[config.mk]
export PLATFORM = sky130hd
export DESIGN_NAME = ps2_rx_fifo
export DESIGN_NICKNAME = d
export VERILOG_FILES = /design/src/rtl/ps2_rx_fifo_pkg.sv /design/src/rtl/ps2_sync_fifo.sv /design/src/rtl/ps2_rx_fifo.sv
export SDC_FILE = /design/constraint.sdc
export NUM_CORES = 1
export LEC_CHECK = 0
export CORE_MARGIN = 2
export CORE_UTILIZATION = 45
export CTS_BUF_LIST = sky130_fd_sc_hd__clkbuf_2
export CTS_CLUSTER_DIAMETER = 40
export DETAILED_ROUTE_END_ITERATION = 12
export GPL_TIMING_DRIVEN = 0
export PLACE_DENSITY = 0.69
export SYNTH_ARGS = -nofsm -noshare
export SYNTH_HDL_FRONTEND = slang
export SYNTH_SLANG_ARGS = --single-unit
[constraint.sdc]
create_clock -name clk -period 3.3 [get_ports clk]
set_input_delay 0.825 -clock clk [delete_from_list [all_inputs] [get_ports clk]]
set_output_delay 0.825 -clock clk [all_outputs]
set_load 0.05 [all_outputs]
[src/rtl/ps2_rx_fifo_pkg.sv]
// ps2_rx_fifo_pkg: shared definitions for the PS/2 receive controller.
// Register addresses, status/control bit indices and FSM state encoding.
package ps2_rx_fifo_pkg;

  typedef enum logic [1:0] {
    ST_IDLE   = 2'd0,
    ST_DATA   = 2'd1,
    ST_PARITY = 2'd2,
    ST_STOP   = 2'd3
  } ps2_state_e;

  localparam logic [1:0] PS2_ADDR_DATA = 2'd0;
  localparam logic [1:0] PS2_ADDR_STAT = 2'd1;
  localparam logic [1:0] PS2_ADDR_CTRL = 2'd2;
  localparam logic [1:0] PS2_ADDR_RSVD = 2'd3;

  localparam int STAT_EMPTY   = 0;
  localparam int STAT_FULL    = 1;
  localparam int STAT_PAR_ERR = 2;
  localparam int STAT_OVF     = 3;
  localparam int STAT_FRM_ERR = 4;
  localparam int STAT_CNT     = 8;

  localparam int DATA_VALID   = 8;

  localparam int CTRL_CLR     = 0;
  localparam int CTRL_FLUSH   = 1;

  // Odd parity: data bits plus parity bit must contain an odd number of ones.
  function automatic logic odd_parity_ok(input logic [7:0] d, input logic p);
    return ^{d, p};
  endfunction

endpackage

[src/rtl/ps2_sync_fifo.sv]
// ps2_sync_fifo: single-clock FIFO with extra-MSB pointers for full/empty.
// A pop in the same cycle as a push on a full FIFO frees the slot first.
// Flush empties the FIFO and overrides any push/pop in the same cycle.
module ps2_sync_fifo #(
  parameter int W     = 8,
  parameter int DEPTH = 8,
  localparam int AW   = $clog2(DEPTH)
) (
  input  logic         clk,
  input  logic         rst,
  input  logic         push,
  input  logic         pop,
  input  logic         flush,
  input  logic [W-1:0] wdata,
  output logic [W-1:0] rdata,
  output logic [AW:0]  count,
  output logic         full,
  output logic         empty,
  output logic         overflow
);

  logic [W-1:0] mem [DEPTH];
  logic [AW:0]  wptr, rptr;
  logic         do_push, do_pop;

  assign empty    = (wptr == rptr);
  assign full     = (wptr[AW] != rptr[AW]) && (wptr[AW-1:0] == rptr[AW-1:0]);
  assign count    = wptr - rptr;
  assign do_pop   = pop & ~empty;
  assign do_push  = push & (~full | do_pop);
  assign overflow = push & ~flush & full & ~do_pop;
  assign rdata    = mem[rptr[AW-1:0]];

  // Pointer update; flush and reset both return to empty.
  always_ff @(posedge clk) begin
    if (rst || flush) begin
      wptr <= '0;
      rptr <= '0;
    end else begin
      if (do_push) wptr <= wptr + 1'b1;
      if (do_pop)  rptr <= rptr + 1'b1;
    end
  end

  // Storage write, no reset needed on the array.
  always_ff @(posedge clk) begin
    if (!rst && !flush && do_push) mem[wptr[AW-1:0]] <= wdata;
  end

endmodule

[src/rtl/ps2_rx_fifo.sv]
// ps2_rx_fifo: PS/2 keyboard receiver with scan-code FIFO and register port.
// Optional build macro PS2_TIMEOUT_EN aborts a stalled partial frame after
// TIMEOUT_CYC idle cycles and flags it as a framing error.
module ps2_rx_fifo
  import ps2_rx_fifo_pkg::*;
#(
  parameter int DATA_W      = 32,
  parameter int FIFO_DEPTH  = 8,
  parameter int SYNC_STAGES = 2,
  parameter int TIMEOUT_CYC = 5000
) (
  input  logic              clk,
  input  logic              rst,
  input  logic              ps2_clk,
  input  logic              ps2_data,
  input  logic              sel,
  input  logic              we,
  input  logic [1:0]        addr,
  input  logic [DATA_W-1:0] data_in,
  output logic [DATA_W-1:0] data_out,
  output logic              irq,
  output logic              err
);

  localparam int AW = $clog2(FIFO_DEPTH);

  logic [SYNC_STAGES-1:0] clk_sync, dat_sync;
  logic                   clk_s, dat_s, clk_prev, fall;

  ps2_state_e state, state_nxt;
  logic [2:0] bcnt, bcnt_nxt;
  logic [7:0] shreg, shreg_nxt, code_q;
  logic       par_bit, par_nxt;
  logic       push_q, push_nxt;
  logic       set_par, set_frm, timeout;

  logic       par_err, frm_err, ovf;
  logic       pop, flush, clr;
  logic [7:0] rdata;
  logic [AW:0] count;
  logic       full, empty, fifo_ovf;
  logic       unused_data;

  // Line synchronisers; reset to the idle-high level so no false edge appears.
  always_ff @(posedge clk) begin
    if (rst) begin
      clk_sync <= '1;
      dat_sync <= '1;
      clk_prev <= 1'b1;
    end else begin
      clk_sync <= {clk_sync[SYNC_STAGES-2:0], ps2_clk};
      dat_sync <= {dat_sync[SYNC_STAGES-2:0], ps2_data};
      clk_prev <= clk_s;
    end
  end

  assign clk_s = clk_sync[SYNC_STAGES-1];
  assign dat_s = dat_sync[SYNC_STAGES-1];
  assign fall  = clk_prev & ~clk_s;

`ifdef PS2_TIMEOUT_EN
  localparam int TW = $clog2(TIMEOUT_CYC + 1);
  logic [TW-1:0] to_cnt;

  // Idle timer: restarts on each falling edge, runs only mid-frame.
  always_ff @(posedge clk) begin
    if (rst || fall || state == ST_IDLE) to_cnt <= '0;
    else                                 to_cnt <= to_cnt + 1'b1;
  end

  assign timeout = (state != ST_IDLE) && (to_cnt == TW'(TIMEOUT_CYC));
`else
  logic unused_to;
  assign unused_to = (TIMEOUT_CYC > 0);
  assign timeout   = 1'b0;
`endif

  // Frame FSM registers plus the one-cycle push stage after the STOP sample.
  always_ff @(posedge clk) begin
    if (rst) begin
      state   <= ST_IDLE;
      bcnt    <= '0;
      shreg   <= '0;
      par_bit <= 1'b0;
      push_q  <= 1'b0;
      code_q  <= '0;
    end else begin
      state   <= state_nxt;
      bcnt    <= bcnt_nxt;
      shreg   <= shreg_nxt;
      par_bit <= par_nxt;
      push_q  <= push_nxt;
      if (push_nxt) code_q <= shreg;
    end
  end

  // Next-state: advance only on a falling PS/2 clock edge; check frame at STOP.
  always_comb begin
    state_nxt = state;
    bcnt_nxt  = bcnt;
    shreg_nxt = shreg;
    par_nxt   = par_bit;
    push_nxt  = 1'b0;
    set_par   = 1'b0;
    set_frm   = 1'b0;
    if (fall) begin
      case (state)
        ST_IDLE: begin
          if (!dat_s) begin
            state_nxt = ST_DATA;
            bcnt_nxt  = '0;
          end
        end
        ST_DATA: begin
          shreg_nxt = {dat_s, shreg[7:1]};
          bcnt_nxt  = bcnt + 3'd1;
          if (bcnt == 3'd7) state_nxt = ST_PARITY;
        end
        ST_PARITY: begin
          par_nxt   = dat_s;
          state_nxt = ST_STOP;
        end
        ST_STOP: begin
          state_nxt = ST_IDLE;
          if (!odd_parity_ok(shreg, par_bit)) set_par  = 1'b1;
          else if (!dat_s)                    set_frm  = 1'b1;
          else                                push_nxt = 1'b1;
        end
        default: state_nxt = ST_IDLE;
      endcase
    end else if (timeout) begin
      state_nxt = ST_IDLE;
      set_frm   = 1'b1;
    end
  end

  assign pop   = sel & ~we & (addr == PS2_ADDR_DATA) & ~empty;
  assign flush = sel & we & (addr == PS2_ADDR_CTRL) & data_in[CTRL_FLUSH];
  assign clr   = sel & we & (addr == PS2_ADDR_CTRL) & data_in[CTRL_CLR];
  assign unused_data = ^data_in[DATA_W-1:2];

  ps2_sync_fifo #(.W(8), .DEPTH(FIFO_DEPTH)) u_fifo (
    .clk      (clk),
    .rst      (rst),
    .push     (push_q),
    .pop      (pop),
    .flush    (flush),
    .wdata    (code_q),
    .rdata    (rdata),
    .count    (count),
    .full     (full),
    .empty    (empty),
    .overflow (fifo_ovf)
  );

  // Sticky error flags; a new event in the clearing cycle is kept.
  always_ff @(posedge clk) begin
    if (rst) begin
      par_err <= 1'b0;
      frm_err <= 1'b0;
      ovf     <= 1'b0;
    end else begin
      if (clr) begin
        par_err <= 1'b0;
        frm_err <= 1'b0;
        ovf     <= 1'b0;
      end
      if (set_par)  par_err <= 1'b1;
      if (set_frm)  frm_err <= 1'b1;
      if (fifo_ovf) ovf     <= 1'b1;
    end
  end

  assign irq = ~empty;
  assign err = par_err | frm_err | ovf;

  // Read mux; zero whenever the block is not selected.
  always_comb begin
    data_out = '0;
    if (sel) begin
      case (addr)
        PS2_ADDR_DATA: begin
          if (!empty) begin
            data_out[7:0]       = rdata;
            data_out[DATA_VALID] = 1'b1;
          end
        end
        PS2_ADDR_STAT: begin
          data_out[STAT_CNT +: AW+1] = count;
          data_out[STAT_FRM_ERR]     = frm_err;
          data_out[STAT_OVF]         = ovf;
          data_out[STAT_PAR_ERR]     = par_err;
          data_out[STAT_FULL]        = full;
          data_out[STAT_EMPTY]       = empty;
        end
        PS2_ADDR_RSVD: data_out = '0;
        default:       data_out = '0;
      endcase
    end
  end

endmodule
### After elaboration in Yosys (flattened, before gate mapping)

Memory sizes are Yosys's and may differ from the RTL's. A register that Yosys moved wholly into a read port is not among the register bits.
Index checks and enable logic that the tools add are counted.

| word-level totals | value |
|---|---|
| memories kept | 1 |
| word-level logic and storage cells | 99 |
| output and inout bits | 34 |
| bits in writable memories | 64 |
| register bits after elaboration | 39 |

| operators by class | value |
|---|---|
| bitwise logic cells | 22 |
| add/sub/neg operators | 4 |
| eq/ne operators | 11 |
| reductions and logical operators | 17 |
| muxes and demuxes | 30 |

Memory list:

| memory | depth | bits a word | rd ports | clocked after Yosys merged registers in | wr ports | line | text |
|---|---|---|---|---|---|---|---|
| u_fifo.mem | 8 | 8 | 1 | 1 | 1 | ps2_sync_fifo.sv:22 | `logic [W-1:0] mem [DEPTH];` |

Operator list:

| cell | number |
|---|---|
| $mux W1 | 17 |
| $mux W3 | 5 |
| $and A1 B1 Y1 | 13 |
| $mux W12 | 1 |
| $pmux W5 S2 | 1 |
| $mux W9 | 1 |
| $reduce_xor A9 Y1 | 1 |
| $add A4 B1 Y4 const B | 2 |
| $pmux W2 S4 | 1 |
| $reduce_bool A2 Y1 | 4 |
| $eq A2 B2 Y1 const B | 3 |
| $not A1 Y1 | 6 |
| $pmux W3 S2 | 1 |
| $reduce_and A3 Y1 | 2 |
| $eq A2 B1 Y1 const B | 2 |
| $eq A4 B4 Y1 | 1 |
| $logic_not A2 Y1 | 2 |
| $mux W2 | 2 |
| $ne A2 B2 Y1 const B | 2 |
| $reduce_and A2 Y1 | 2 |
| $sub A4 B4 Y4 | 1 |
| $add A3 B1 Y3 const B | 1 |
| $eq A3 B3 Y1 | 1 |
| $eq A3 B3 Y1 const B | 1 |
| other kinds (6) | 11 |

### Logic depth before layout (Yosys ltp)

| depth | value |
|---|---|
| depth after elaboration | 10 |
| gate-level depth with buffers | 7 |
| depth with buffers taken out | 7 |

### Cells and area by module

A second synthesis with hierarchy kept.

| unflattened totals | value |
|---|---|
| cell total of the unflattened synthesis | 366 |
| area total of the unflattened synthesis | 4735.8 um^2 |

By module, submodules not included:

| module | seq. area each (um^2) | area an instance (um^2) | instances | cells each |
|---|---|---|---|---|
| ps2_sync_fifo | 2142.1 | 3051.7 | 1 | 174 |
| ps2_rx_fifo | 620.6 | 1684.1 | 1 | 192 |

### Least setup slack after synthesis

Ideal clock, no wire load.

| path | value |
|---|---|
| path kind | register -> output |
| from | reg u_fifo.wptr[1] |
| to | out data_out[8] |
| arrival | 2481 ps |
| cell stages (with the launch flop) | 7 |
| setup slack | -6 ps |
| path through | dfxtp_1 > ha_1 > nand3_1 > nor2_1 > inv_1 > nor2_1 > a211oi_1 |

| between the ends | value |
|---|---|
| word-level cells in the longest chain between the ends | 4 |

RTL lines:

| element | line | text |
|---|---|---|
| start: declaration | ps2_sync_fifo.sv:23 | `logic [AW:0] wptr, rptr;` |
| start signal: assignment | ps2_sync_fifo.sv:40 | `if (do_push) wptr <= wptr + 1'b1;` |
| $eq A4 B4 Y1 | ps2_sync_fifo.sv:26 | `assign empty = (wptr == rptr);` |
| $mux W9 | ps2_rx_fifo.sv:183 | `if (!empty) begin` |
| $pmux W1 S2 | ps2_rx_fifo.sv:181 | `case (addr)` |
| $mux W12 | ps2_rx_fifo.sv:180 | `if (sel) begin` |
| end: declaration | ps2_rx_fifo.sv:20 | `output logic [DATA_W-1:0] data_out,` |

Every way passes these cells.

==> reports/summary.txt <==
Min setup slack post-route: 0.107 ns
Syn Inst Count: 356
Crit share post-route: 96.8%
Max Freq: 0.313 GHz
Core Footprint: 10200 sq um
1st-pass router iterations: 4
Seq cells post-synth: 106
CP Launch Type: flop
CP arrival: 2.37 ns
Share of layout cells above drive strength 1: 24.3%
VDD IR max: 0.204 mV
CP cell instances: buf_8, buf_12, mux4_2, mux2_4, a22oi_2, nor2_1, buf_6
Synthesized area per cell: 13.1 sq um
Top FF cell, synth: edfxtp_1
Max-slew violations: 0
CTS clk-pin slew, worst paths: 0.28 ns
Io pins: 74
Initial antenna violation count: 0
DRC errors left: 0
Area Overhead vs Synth: 14.4%
Num rows: 37
Count of flip-flops with a built-in enable after synthesis: 64
TNS Setup: 0 ns
Final critical-path required period: 3.19 ns
CP required: 2.47 ns
Status: complete, no violations
Synth unique cells: 42
Met1 Usage GRT: 20.3%
Maximum clock path buffer count: 2
Ys async rst share: 0%
Clk root buf: clkbuf_2
Grt ovf: 0
Ys Warns: 0
Top fanout value on the critical path: 6
GR Layer Usage met2: 26.3%
Final nets: 464
PwrDens: 395 nW/um^2
Max incr delay on CP: 0.50 ns
Die Span Y: 106 um
Register area share after synthesis: 59.3%
Slew margin rel.: 32.9%
Reg2reg setup slack: 0.58 ns
Via count: 2722
Worst hold path type: flop to flop
Dpl hpwl: 5880 um
Vias per Instance: 4.93
Critical path class: flop to output port
Reg-to-reg critical path endpoint: u_fifo.mem[7][7]$_DFFE_PP_
Die Wd: 106 um
Slowest-stage cell, CP: mux4_2
DRT iter0 DRCs: 179
Critical Path End Type: output port
Routability congestion estimate: 0.820
Final hold viol count: 0
Worst Setup EP: data_out[4]
CTS Sinks: 106
GRT Max-Usage Layer: met2
Worst Tran Pin Value: 1.00 ns
Starting Density: 45.8%
Worst r2r src: u_fifo.rptr[1]$_SDFFE_PP0N_
M3 GR Usage: 5.26%
Placement Setup Slack: -0.754 ns
Clk Latency, worst-skew pair: 0.56 ns
Num CTS Buffers: 9
Pin count of the biggest net entering global routing: 18
Setup Viol. Count Final: 0
First-pass GRT wire length: 13400 um
# port buffers: 23
Post-Syn Area: 4660 sq um
H-tree depth: 3
Routed wire length: 8270 um
RSZ-0062 raised after global routing: true
CTS tree: done
Clk_skew: 0.0434 ns
Pleak: 2.02 nW
Max Cap Viol: 0
Worst r2r path cells: 6
Antenna cells: 0
Total global-route track usage: 15.8%
DRT antenna net count: 0
Die area: 11200 sq um
Wire length per cell: 15.0 um
Vias in the first global route: 2682
## kinds of logic (layout without fill, tap and decap cells)
logic type / after synthesis / in the layout / share of synthesized area, %
xor+xnor: 18 / 18 / 3.70
other cells: 1 / 20 / 0.0804
buf+inv: 41 / 82 / 4.99
simple gates: 109 / 109 / 11.7
flops: 106 / 106 / 59.3
fa+ha+maj: 13 / 13 / 3.65
compound gates: 35 / 35 / 5.13
mux: 33 / 33 / 11.5
## registers in the layout (all words and copies together), names as in the netlist, named ones only
signal	flops
dat_sync	2
u_fifo.mem	64
frm_err	1
u_fifo.wptr	4
bcnt	3
code_q	8
shreg	8
clk_prev	1
push_q	1
u_fifo.rptr	4
state	2
ovf	1
clk_sync	2
par_bit	1
par_err	1
## cell usage after synthesis (all sizes together), types with 2 or more instances
cell    number  share of area, %
edfxtp      64                41
dfxtp       42                18
nor2        35               3.2
buf         24               3.6
nand2       21               1.7
mux4        16               7.7
nand2b      16               2.1
a21oi       15               1.6
nand3       15               1.6
mux2i       13               2.8
xnor2       13               2.4
ha          12               3.2
inv          9              0.72
clkbuf       8              0.64
o21ai        5              0.54
or2          5              0.67
a22oi        4              0.64
mux2         4              0.97
nor3         4              0.43
xor2         4              0.75
nand4        3              0.40
a211oi       2              0.32
a21o         2              0.32
a32oi        2              0.38
and3         2              0.27
nor2b        2              0.27
or2b         2              0.32
## stage by stage
stage / utilization (%) / area (sq um) / total power, mW / instances / hold WS, ns
floorplan: - / 4740 / 1.52 / 375 / 0.389
global placement: 50.5 / 5140 / 1.54 / 534 / 0.393
detailed placement: 50.5 / 5140 / 1.55 / 534 / 0.396
CTS: 51.9 / 5290 / 2.12 / 550 / 0.453
global route: 52.3 / 5330 / 2.19 / 552 / 0.464
finish: 52.3 / 5330 / 2.11 / 552 / 0.450
## final cells by class
| cell class | count | area, sq um |
|---|---|---|
| buffer | 32 | 231 |
| clock buffer | 11 | 55.1 |
| clock inverter | 5 | 63.8 |
| fill | 908 | 4850 |
| inverter | 9 | 33.8 |
| multi-input combinational | 228 | 1790 |
| sequential | 106 | 2770 |
| tap | 136 | 170 |
| timing repair buffer | 25 | 220 |
## critical path: cells and delay by family, from the launching register on
family	cells	cell delay (ns)
muxes	2	0.79
DFF	1	0.40
buffers and inverters	3	0.40
AOI/OAI and AO/OA	1	0.13
and+or+nand+nor	1	0.08
## placed cells by master, fill, tap and decap left out, types with 2 or more instances in the layout
cell type	Yosys	routed
nor2_1	34	31
nand2b_1	16	16
nor3_1	4	3
clkdlybuf4s50_1	0	10
a21o_1	2	2
or2b_1	2	2
nor2_4	0	2
clkinvlp_4	0	3
buf_2	3	3
xnor2_1	13	13
inv_1	9	9
dfxtp_1	42	35
nor2b_1	2	2
clkbuf_4	0	2
mux2_2	4	3
ha_1	12	12
nand2_1	21	20
clkbuf_2	0	14
mux4_2	16	16
a21oi_1	15	14
or2_2	5	5
and3_1	2	2
edfxtp_1	64	64
nand3_1	15	14
xor2_1	4	4
o21ai_0	5	5
clkbuf_1	8	7
a32oi_1	2	2
dfxtp_2	0	7
buf_6	0	5
mux2i_1	13	13
a22oi_1	4	3
conb_1	1	20
buf_4	20	24
nand4_1	3	3
## timing repair
| item | 4_1_cts | 5_1_grt |
|---|---|---|
| pin swaps | 0 | 2 |
| setup buffers | 0 | 1 |
| gates resized for setup | 72 | 28 |
| setup endpoints to repair | 13 | 12 |
| hold buffers | 0 | 0 |
## metal layers
metal,routed length [um],part of all wire [%]
met3,358,4.3
met1,3800,46
met2,4040,49
met4,66,0.80
met5,0,0
## worst min path at each step
stage,endpoint,startpoint,slack (ns),depth (start not counted)
floorplan,clk_sync[1]$_SDFF_PP1_,clk_sync[0]$_SDFF_PP1_,0.39,1
global placement,dat_sync[1]$_SDFF_PP1_,dat_sync[0]$_SDFF_PP1_,0.39,1
global route,dat_sync[1]$_SDFF_PP1_,dat_sync[0]$_SDFF_PP1_,0.46,1
CTS,dat_sync[1]$_SDFF_PP1_,dat_sync[0]$_SDFF_PP1_,0.45,1
finish,dat_sync[1]$_SDFF_PP1_,dat_sync[0]$_SDFF_PP1_,0.45,1
detailed placement,dat_sync[1]$_SDFF_PP1_,dat_sync[0]$_SDFF_PP1_,0.40,1
## power by group
| group | total (mW) | internal (mW) | switching, mW |
|---|---|---|---|
| Sequential | 1.40 | 1.40 | 0.00482 |
| Combinational | 0.119 | 0.0375 | 0.0814 |
| Clock | 0.586 | 0.185 | 0.401 |
| Total | 2.11 | 1.62 | 0.487 |
(Power assumes the default switching activity.)
